`src/rtl/trig_deg_pkg.sv`:
```
// Shared constants for the degree-based trig block: Q12 scale, quarter-wave sine table, quadrant type.
// Table entry k is round-half-away-from-zero(4096*sin(k deg)), k = 0..90.
package trig_deg_pkg;

    localparam int TRIG_SCALE = 4096;

    typedef enum logic [1:0] {
        QUAD_0 = 2'd0,
        QUAD_1 = 2'd1,
        QUAD_2 = 2'd2,
        QUAD_3 = 2'd3
    } quad_t;

    localparam logic [12:0] SIN_TABLE [0:90] = '{
        13'd0,    13'd71,   13'd143,  13'd214,  13'd286,  13'd357,  13'd428,  13'd499,
        13'd570,  13'd641,  13'd711,  13'd782,  13'd852,  13'd921,  13'd991,  13'd1060,
        13'd1129, 13'd1198, 13'd1266, 13'd1334, 13'd1401, 13'd1468, 13'd1534, 13'd1600,
        13'd1666, 13'd1731, 13'd1796, 13'd1860, 13'd1923, 13'd1986, 13'd2048, 13'd2110,
        13'd2171, 13'd2231, 13'd2290, 13'd2349, 13'd2408, 13'd2465, 13'd2522, 13'd2578,
        13'd2633, 13'd2687, 13'd2741, 13'd2793, 13'd2845, 13'd2896, 13'd2946, 13'd2996,
        13'd3044, 13'd3091, 13'd3138, 13'd3183, 13'd3228, 13'd3271, 13'd3314, 13'd3355,
        13'd3396, 13'd3435, 13'd3474, 13'd3511, 13'd3547, 13'd3582, 13'd3617, 13'd3650,
        13'd3681, 13'd3712, 13'd3742, 13'd3770, 13'd3798, 13'd3824, 13'd3849, 13'd3873,
        13'd3896, 13'd3917, 13'd3937, 13'd3956, 13'd3974, 13'd3991, 13'd4006, 13'd4021,
        13'd4034, 13'd4046, 13'd4056, 13'd4065, 13'd4074, 13'd4080, 13'd4086, 13'd4090,
        13'd4094, 13'd4095, 13'd4096
    };

endpackage

```
`src/rtl/trig_deg_reduce.sv`:
```
// Range check and reduction of a signed degree angle to quadrant (0..3) and offset (0..89).
// Purely combinational; out-of-range angles reduce to 0. Reduction assumes ANGLE_LIMIT <= 360.
module trig_deg_reduce
    import trig_deg_pkg::*;
#(
    parameter int ANGLE_LIMIT = 360
) (
    input  logic signed [31:0] theta_i,
    output logic [1:0]         quad_o,
    output logic [6:0]         offset_o
);

    logic       in_range;
    logic [8:0] angle;

    always_comb begin
        in_range = (theta_i <= ANGLE_LIMIT) && (theta_i >= -ANGLE_LIMIT);
        // Only the low 9 bits matter once the angle is within +/-360; the add wraps mod 512.
        angle    = theta_i[31] ? (theta_i[8:0] + 9'd360) : theta_i[8:0];
        if (!in_range || (angle == 9'd360)) begin
            angle = '0;
        end

        quad_o   = QUAD_0;
        offset_o = angle[6:0];
        if (angle >= 9'd270) begin
            quad_o   = QUAD_3;
            offset_o = 7'(angle - 9'd270);
        end else if (angle >= 9'd180) begin
            quad_o   = QUAD_2;
            offset_o = 7'(angle - 9'd180);
        end else if (angle >= 9'd90) begin
            quad_o   = QUAD_1;
            offset_o = 7'(angle - 9'd90);
        end
    end

endmodule

```
`src/rtl/trigonometry_deg.sv`:
```
// Q12 cos/sin of an integer-degree angle from a quarter-wave table; registered outputs, 1-cycle latency.
// Define TRIGONOMETRY_DEG_INPUT_REG_EN to register i_theta first (latency 2). No handshake.
module trigonometry_deg
    import trig_deg_pkg::*;
#(
    parameter int ANGLE_LIMIT = 360
) (
    input  logic               i_clock,
    input  logic               i_RESET,
    input  logic signed [31:0] i_theta,
    output logic signed [31:0] o_cos,
    output logic signed [31:0] o_sin
);

    logic signed [31:0] theta_in;
    logic [1:0]         quad;
    logic [6:0]         offset;
    logic signed [32:0] tab_fwd;
    logic signed [32:0] tab_rev;
    logic signed [32:0] cos_d;
    logic signed [32:0] sin_d;
    logic signed [31:0] cos_q;
    logic signed [31:0] sin_q;

`ifdef TRIGONOMETRY_DEG_INPUT_REG_EN
    logic signed [31:0] theta_q;

    always_ff @(posedge i_clock or negedge i_RESET) begin
        if (!i_RESET) begin
            theta_q <= '0;
        end else begin
            theta_q <= i_theta;
        end
    end

    assign theta_in = theta_q;
`else
    assign theta_in = i_theta;
`endif

    trig_deg_reduce #(
        .ANGLE_LIMIT (ANGLE_LIMIT)
    ) u_reduce (
        .theta_i  (theta_in),
        .quad_o   (quad),
        .offset_o (offset)
    );

    // Table values are widened before any negation so -4096 is representable.
    assign tab_fwd = $signed({20'd0, SIN_TABLE[offset]});
    assign tab_rev = $signed({20'd0, SIN_TABLE[7'd90 - offset]});

    always_comb begin
        sin_d = tab_fwd;
        cos_d = tab_rev;
        case (quad_t'(quad))
            QUAD_0: begin
                sin_d = tab_fwd;
                cos_d = tab_rev;
            end
            QUAD_1: begin
                sin_d = tab_rev;
                cos_d = -tab_fwd;
            end
            QUAD_2: begin
                sin_d = -tab_fwd;
                cos_d = -tab_rev;
            end
            QUAD_3: begin
                sin_d = -tab_rev;
                cos_d = tab_fwd;
            end
            default: begin
                sin_d = tab_fwd;
                cos_d = tab_rev;
            end
        endcase
    end

    always_ff @(posedge i_clock or negedge i_RESET) begin
        if (!i_RESET) begin
            cos_q <= 32'(TRIG_SCALE);
            sin_q <= '0;
        end else begin
            cos_q <= 32'(cos_d);
            sin_q <= 32'(sin_d);
        end
    end

    assign o_cos = cos_q;
    assign o_sin = sin_q;

endmodule

```
`config.mk`:
```
export PLATFORM = sky130hd
export DESIGN_NAME = trigonometry_deg
export DESIGN_NICKNAME = d
export VERILOG_FILES = /design/src/rtl/trig_deg_pkg.sv /design/src/rtl/trig_deg_reduce.sv /design/src/rtl/trigonometry_deg.sv
export SDC_FILE = /design/constraint.sdc
export NUM_CORES = 1
export LEC_CHECK = 0
export CORE_ASPECT_RATIO = 1.25
export CORE_MARGIN = 2
export CORE_UTILIZATION = 65
export DETAILED_ROUTE_END_ITERATION = 6
export GPL_TIMING_DRIVEN = 0
export PLACE_DENSITY = 0.86
export RECOVER_POWER = 100
export SLEW_MARGIN = 20
export SYNTH_ARGS = -nofsm -noshare
export SYNTH_HDL_FRONTEND = slang
export SYNTH_SLANG_ARGS = --single-unit
export TNS_END_PERCENT = 5
```
`constraint.sdc`:
```
create_clock -name i_clock -period 1.1 [get_ports i_clock]
set_input_delay 0.275 -clock i_clock [delete_from_list [all_inputs] [get_ports i_clock]]
set_output_delay 0.275 -clock i_clock [all_outputs]
set_load 0.01 [all_outputs]
```
==> run_results.csv, run 1 <==
group,metric,value,unit
synth,synth-warning-count,0,
clocking,cts_sinks,50,
clocking,cts_buffer_depth,2,
status,outcome,"stopped before the end",
floorplanning,ios,98,
synth,yosys_most_used_dff,"dfrtp_1",
synth,post-synth-top-area-cell,"dfrtp_1",
floorplanning,rows,48,
synth,synthesis.area,0.009225,mm²
status,stop_stage,"global routing (5_1_grt)",
floorplanning,die_x,110.6,µm
place,place.detailed.instances,1514,
global_routing,grt_overflow_total,4,
status,firstError,"[ERROR GRT-0116] Global routing finished with congestion. Check the congestion regions in the DRC Viewer.",
synth,synth_nets,1315,
place,placement.io_buffers,92,
clocking,cts.htree.levels,2,
floorplanning,fp.dieH,137.2,µm
floorplanning,initial_core_utilization,0.6678,
synth,synth.top_cell.area_share,0.1329,
synth,synthTopCellsByArea,"dfrtp_1 (13%), a21oi_1 (5.7%), nand2_1 (4.9%), ha_1 (4.7%), o21ai_0 (4.2%)",
synth,synth.yosys.seq_area_share,0.1358,
synth,netlist_top_cells_count,"nand2_1 (121), a21oi_1 (105), nor2_1 (94)",
place,globalplace.congestion,1.253,
place,dpl-instance-area,0.01061,mm²
synth,netlist_instances,1246,
synth,post-synth-top-count-cell,"nand2_1",
clocking,library_cell_used_as_clock_root_buffer,"clkbuf_16",
clocking,cts-buffers-inserted,5,
place,dp.final_hpwl,31.72,mm
global_routing,grt_max_degree,33,
global_routing,number_of_global_route_vias_before_repair,13830,
synth,asyncSetResetFlopFracSynth,1.000,
global_routing,grt.total_usage,0.6715,
synth,post_synth_num_cell_types,127,
synth,ys_ff_latch,50,
synth,number_of_flops_mapped_to_enable_cells_by_yosys,0,
synth,syn_avg_cell_area,7.404,µm²
global_routing,grt_pass1_wl,80.15,mm
[stage by stage]
step	utilization	setup WS, ns
floorplan	-	-6.423
global placement	0.7666	-9.154
detailed placement	0.7684	-9.441
CTS	0.8450	-6.231
[logic make-up after synthesis]
group                      after synthesis  synth area share
AOI/OAI and AO/OA                      502            0.3985
and+or+nand+nor                        435            0.2479
buffers and inverters                  152           0.08111
DFF                                     50            0.1358
xor gates and xnor gates                39           0.05127
adders and majority gates               35           0.04747
muxes                                   33           0.03798
[per-layer routing]
metal  track usage  overflow
met2        0.9257         0
met1        0.6754         0
met5             0         0
met3        0.4030         0
met4        0.7076         4
[timing repair]
action / CTS
buffers inserted: 70
hold buffers: 1
pin swaps: 61
setup endpoints to repair: 114
resized for setup: 459
gates cloned: 1
hold endpoints to repair: 18
==> inputs of run 2 (changes only) <==
--- a/config.mk
+++ b/config.mk
@@ -5,12 +5,11 @@
 export SDC_FILE = /design/constraint.sdc
 export NUM_CORES = 1
 export LEC_CHECK = 0
-export CORE_ASPECT_RATIO = 1.25
 export CORE_MARGIN = 2
-export CORE_UTILIZATION = 65
+export CORE_UTILIZATION = 40
 export DETAILED_ROUTE_END_ITERATION = 6
 export GPL_TIMING_DRIVEN = 0
-export PLACE_DENSITY = 0.86
+export PLACE_DENSITY_LB_ADDON = 0.15
 export RECOVER_POWER = 100
 export SLEW_MARGIN = 20
 export SYNTH_ARGS = -nofsm -noshare
==> run 2 against run 1 <==
The flow now finishes, with violations (setup timing); synthesized cell count did not move; area after synthesis did not move.
==> run_results.csv, run 2 <==
group,metric,value,unit
synth,netlist_top_cells_count,"nand2_1 (121), a21oi_1 (105), nor2_1 (94)",
power_and_ir_drop,power_frac_seq,0.402,
floorplanning,die_x,155.9,µm
place,placement.io_buffers,92,
power_and_ir_drop,worst_ir_drop_vdd,0.5514,mV
synth,yosys_most_used_dff,"dfrtp_1",
synth,post-synth-top-area-cell,"dfrtp_1",
timing,tightest_slew,1.153,ns
power_and_ir_drop,power_density,385.4,mW/mm²
power_and_ir_drop,switching_share,0.3168,
timing,timing.slew.headroom,0.2310,
cells_and_area,nFillCells,2210,
timing,setup-violations-final,71,
global_routing,grt_max_degree,27,
flow_run,timing.max_cap.violations,0,
synth,synthesis.area,0.009225,mm²
worst_hold_path,holdCritPathClass,"in -> async",
critical_path,critPathMaxStageDelay,0.46,ns
power_and_ir_drop,clock_power_share,0.329,
synth,synthTopCellsByArea,"dfrtp_1 (13%), a21oi_1 (5.7%), nand2_1 (4.9%), ha_1 (4.7%), o21ai_0 (4.2%)",
synth,ys_ff_latch,50,
synth,number_of_flops_mapped_to_enable_cells_by_yosys,0,
place,dp.final_hpwl,32.91,mm
synth,synth-warning-count,0,
routing,drt-vias-per-instance,6.992,
global_routing,number_of_global_route_vias_before_repair,11310,
cells_and_area,multiInputGateArea,0.007865,mm²
cells_and_area,areaGrowthSynthToFinish,28.79,%
clocking,cts_sinks,50,
floorplanning,core_area,0.02264,mm²
routing,drtIter0Drc,1798,
place,place.detailed.instances,1624,
status,violations,"setup timing",
critical_path,critical_path_class,"in -> reg",
synth,synth.top_cell.area_share,0.1329,
clocking,cts_buffer_depth,2,
cells_and_area,antenna_cells,0,
synth,syn_avg_cell_area,7.404,µm²
cells_and_area,drive_gt1_frac,0.3049,
timing,final_period_minus_worst_setup_slack,7.759,ns
global_routing,antenna_found_initial,1,
cells_and_area,final_util,0.5248,
synth,netlist_instances,1246,
timing,finalCritPeriodShare,7.054,
floorplanning,initial_core_utilization,0.4075,
cells_and_area,area.sequential,0.001252,mm²
critical_path,worst-path-buf-inv,7,
power_and_ir_drop,total_power,4579,µW
floorplanning,fp.dieH,155.9,µm
power_and_ir_drop,power.net_switching,1450,µW
routing,drtAntennaViolNets,0,
status,outcome,"finished with violations",
timing,hold_viol,0,
cells_and_area,mostFrequentLayoutCell,"nand2_1",
routing,first_pass_iters,6,
routing,routed_wire_length_per_instance,26.81,µm
critical_path,slowest_stage,"or4_4",
routing,route.vias.total,11990,
cells_and_area,stdcell_area,0.01188,mm²
clocking,cts-buffers-inserted,5,
routing,routed_wirelength,45.98,mm
clocking,library_cell_used_as_clock_root_buffer,"clkbuf_16",
synth,synth_nets,1315,
clocking,clk_pin_slew_worst_paths,0.07,ns
critical_path,critical_path.max_fanout,6,
critical_path,worst_path_most_repeated_cell,"ha_4",
synth,post-synth-top-count-cell,"nand2_1",
place,globalplace.congestion,1.066,
critical_path,critical_path_depth,39,
floorplanning,fp.dieArea,0.02429,mm²
timing,achievable-frequency,0.1289,GHz
floorplanning,rows,55,
timing,post-route-worst-setup-slack,-6.659,ns
floorplanning,ios,98,
power_and_ir_drop,combPwrFrac,0.269,
power_and_ir_drop,cellInternalPower,3128,µW
critical_path,worst_ep_required_time,1.30,ns
routing,post-route-drc-count,0,
global_routing,grt_overflow_total,0,
critical_path,setup.worst_path.end_class,"register",
power_and_ir_drop,power_leakage,0.004837,µW
timing,finalHoldWorstSlack,0.5400,ns
timing,report.final.slew_viol_count,0,
synth,post_synth_num_cell_types,127,
cells_and_area,fin_nets,1499,
place,dpl-instance-area,0.01076,mm²
global_routing,grt.total_usage,0.3683,
clocking,cts_tree,"yes",
cells_and_area,most-common-layout-cells,"nand2_1 (116), buf_4 (104), a21oi_1 (98)",
critical_path,crit_path_start_kind,"primary input",
timing,setup_repair_after_global_routing_missed_its_margin,"true",
critical_path,critical_path_arrival,7.96,ns
synth,asyncSetResetFlopFracSynth,1.000,
critical_path,cpLargestDelayFamily,"simple AND/OR/NAND/NOR gates",
clocking,cts.htree.levels,2,
synth,synth.yosys.seq_area_share,0.1358,
global_routing,grt_pass1_wl,68.76,mm
cells_and_area,finalNonFillerCells,1715,
-- run 2: metal layers --
metal	track usage	wire (µm)	vias to the layer above
li1	-	-	5175
met1	0.4895	18270	5662
met2	0.5548	19170	924
met3	0.08833	5763	231
met4	0.1905	2769	0
met5	0	0	-
-- run 2: stage by stage --
| stage | setup TNS, ns | setup WS, ns |
|---|---|---|
| finish | -317.22 | -6.659 |
| global route | -330.14 | -6.932 |
| CTS | -302.08 | -6.362 |
| detailed placement | -444.78 | -9.396 |
| global placement | -517.68 | -9.317 |
| floorplan | -295.05 | -6.423 |
-- run 2: power groups by stage --
stage	clock network, µW	logic (µW)	registers [µW]
finish	1510	1230	1840
global route	1590	1310	1840
global placement	0	1020	1870
CTS	1530	1190	1840
floorplan	0	697	1870
detailed placement	0	1050	1870
-- run 2: logic make-up (layout without fill, tap and decap cells) --
| family | Yosys count | count (layout) | share of synthesized area |
|---|---|---|---|
| AO/OA/AOI/OAI | 502 | 502 | 0.3985 |
| AND/OR/NAND/NOR | 435 | 435 | 0.2479 |
| buffers and inverters | 152 | 336 | 0.08111 |
| flip-flops | 50 | 50 | 0.1358 |
| XOR/XNOR | 39 | 39 | 0.05127 |
| adder cells (fa/ha/maj) | 35 | 35 | 0.04747 |
| multiplexers | 33 | 33 | 0.03798 |
-- run 2: timing repair --
action	in CTS	in global routing
pin swaps	55	32
endpoints found under the setup margin	114	104
cloned	1	0
endpoints found under the hold margin	16	0
setup buffers	73	12
gates resized for setup	427	42
hold buffers	1	0
-- run 2: path summary, 6_finish.rpt --
| kind | startpoint | end | slack (ns) |
|---|---|---|---|
| max | i_theta[29] | o_cos[12]$_DFF_PN1_ | -6.66 |
| min in group i_clock | o_sin[12]$_DFF_PN0_ | o_sin[12] | 1.01 |
| max in group asynchronous | i_RESET | o_sin[7]$_DFF_PN0_ | 0.02 |
| min | i_RESET | o_cos[29]$_DFF_PN0_ | 0.54 |
-- run 2: layout make-up --
cell class / count / area share
clock buffers: 5 / 0.01053
repair buffers: 180 / 0.1128
flip-flops and latches: 50 / 0.1054
inverters: 27 / 0.01000
clock inverters: 2 / 0.001158
well taps: 285 / 0.03001
multi-input cells: 1044 / 0.6620
plain buffers: 122 / 0.06813
Note: power is estimated with default switching activity, not from simulation.
==> inputs of run 3 (changes only) <==
--- a/config.mk
+++ b/config.mk
@@ -11,7 +11,6 @@
 export GPL_TIMING_DRIVEN = 0
 export PLACE_DENSITY_LB_ADDON = 0.15
 export RECOVER_POWER = 100
-export SLEW_MARGIN = 20
 export SYNTH_ARGS = -nofsm -noshare
 export SYNTH_HDL_FRONTEND = slang
 export SYNTH_SLANG_ARGS = --single-unit
==> run 3 against run 2 <==
The flow still finishes with violations (setup timing); sequential cell count unchanged; worst setup slack improved by 0.19 ns; core utilization increased by 0.57 points; sequential share of layout area decreased by 0.11 points; combinational power about the same; critical path type unchanged; global-route usage decreased by 0.50 points; die area unchanged.
==> run_results.csv, run 3 (same netlist as run 2, synthesis figures left out) <==
group,metric,value,unit
status,outcome,"finished with violations",
status,violations,"setup timing",
timing,hold_viol,0,
critical_path,critical_path_class,"in -> reg",
timing,finalHoldWorstSlack,0.5374,ns
floorplanning,die_x,155.9,µm
timing,achievable-frequency,0.1321,GHz
cells_and_area,finalNonFillerCells,1718,
critical_path,crit_path_start_kind,"primary input",
routing,first_pass_iters,7,
timing,timing.slew.headroom,0.1176,
cells_and_area,stdcell_area,0.01201,mm²
floorplanning,initial_core_utilization,0.4075,
cells_and_area,drive_gt1_frac,0.3050,
clocking,cts-buffers-inserted,5,
global_routing,grt_pass1_wl,67.66,mm
routing,drtAntennaViolNets,0,
place,placement.io_buffers,92,
routing,drt-vias-per-instance,6.993,
routing,post-route-drc-count,0,
global_routing,grt_overflow_total,0,
cells_and_area,nFillCells,2177,
critical_path,cpLargestDelayFamily,"simple AND/OR/NAND/NOR gates",
timing,tightest_slew,1.315,ns
place,dpl-instance-area,0.01075,mm²
clocking,library_cell_used_as_clock_root_buffer,"clkbuf_16",
routing,routed_wirelength,45.73,mm
power_and_ir_drop,power_leakage,0.004906,µW
clocking,cts.htree.levels,2,
floorplanning,rows,55,
power_and_ir_drop,total_power,4915,µW
timing,finalCritPeriodShare,6.881,
worst_hold_path,holdCritPathClass,"in -> async",
global_routing,grt.total_usage,0.3634,
critical_path,worst-path-buf-inv,10,
routing,routed_wire_length_per_instance,26.62,µm
place,place.detailed.instances,1624,
critical_path,slowest_stage,"or4_4",
timing,report.final.slew_viol_count,0,
clocking,cts_sinks,50,
timing,final_period_minus_worst_setup_slack,7.569,ns
timing,post-route-worst-setup-slack,-6.469,ns
cells_and_area,fin_nets,1501,
timing,setup_repair_after_global_routing_missed_its_margin,"true",
critical_path,setup.worst_path.end_class,"register",
critical_path,critical_path.max_fanout,10,
cells_and_area,areaGrowthSynthToFinish,30.20,%
critical_path,critical_path_arrival,7.77,ns
timing,setup-violations-final,70,
global_routing,antenna_found_initial,0,
global_routing,number_of_global_route_vias_before_repair,11190,
place,dp.final_hpwl,32.93,mm
critical_path,worst_ep_required_time,1.30,ns
floorplanning,fp.dieArea,0.02429,mm²
floorplanning,core_area,0.02264,mm²
routing,drtIter0Drc,1733,
routing,route.vias.total,12010,
critical_path,critPathMaxStageDelay,0.45,ns
cells_and_area,antenna_cells,0,
cells_and_area,mostFrequentLayoutCell,"nand2_1",
place,globalplace.congestion,1.066,
power_and_ir_drop,power_density,409.2,mW/mm²
global_routing,grt_max_degree,27,
flow_run,timing.max_cap.violations,0,
floorplanning,fp.dieH,155.9,µm
critical_path,origin_of_the_worst_setup_path,"i_theta[29]",
clocking,clk_pin_slew_worst_paths,0.07,ns
floorplanning,ios,98,
clocking,cts_tree,"yes",
clocking,cts_buffer_depth,2,
power_and_ir_drop,worst_ir_drop_vdd,0.5395,mV
cells_and_area,most-common-layout-cells,"nand2_1 (116), buf_4 (104), a21oi_1 (98)",
run 3: cell types whose count changed in the layout (fill, tap and decap cells not counted), sizes merged:
cell | previous run | this run
inv | 25 | 26
bufinv | 0 | 1
buf | 214 | 216
clkdlybuf4s15 | 1 | 3
dlygate4sd2 | 8 | 7
clkinv | 4 | 2
run 3: cell type report:
class | instances | area (µm²) | share of cell area
flip-flops and latches | 50 | 1252 | 0.1043
inverters | 27 | 126.4 | 0.01052
plain buffers | 121 | 792.0 | 0.06594
clock inverters | 2 | 38.79 | 0.003229
multi-input cells | 1044 | 7890 | 0.6569
clock buffers | 6 | 138.9 | 0.01156
repair buffers | 183 | 1416 | 0.1179
well taps | 285 | 356.6 | 0.02969
run 3: power breakdown:
group	switching [µW]	internal (µW)
clock network	671	1140
registers	0.000437	1840
logic	789	474
total	1460	3450
run 3: worst paths after layout:
path / endpoint / slack (ns) / depth (start not counted)
worst max-delay path: o_cos[12]$_DFF_PN1_ / -6.47 / 41
min in group i_clock: o_sin[12] / 1.00 / 1
worst min-delay path: o_cos[28]$_DFF_PN0_ / 0.54 / 2
max in group asynchronous: o_cos[24]$_DFF_PN0_ / 0.02 / 3
run 3: metal layers:
layer / up-vias / wire [µm] / global-route usage
met3: 259 / 5743 / 0.09194
li1: 5172 / - / -
met5: - / 0 / 0
met4: 0 / 3193 / 0.1944
met1: 5630 / 18020 / 0.4866
met2: 953 / 18770 / 0.5360
run 3: repair_timing:
action,in CTS,in global routing
gates resized for setup,416,57
hold endpoints to repair,4,0
setup endpoints to repair,114,107
cloned,0,1
pin swaps,57,43
buffers inserted,69,19
hold buffers,1,0
run 3: per-stage QoR:
step | utilization | setup TNS (ns) | setup WS [ns]
floorplan | - | -295.05 | -6.423
global placement | 0.4738 | -517.68 | -9.317
detailed placement | 0.4748 | -439.23 | -9.304
CTS | 0.5145 | -302.36 | -6.358
global route | 0.5305 | -319.94 | -6.741
finish | 0.5305 | -306.54 | -6.469
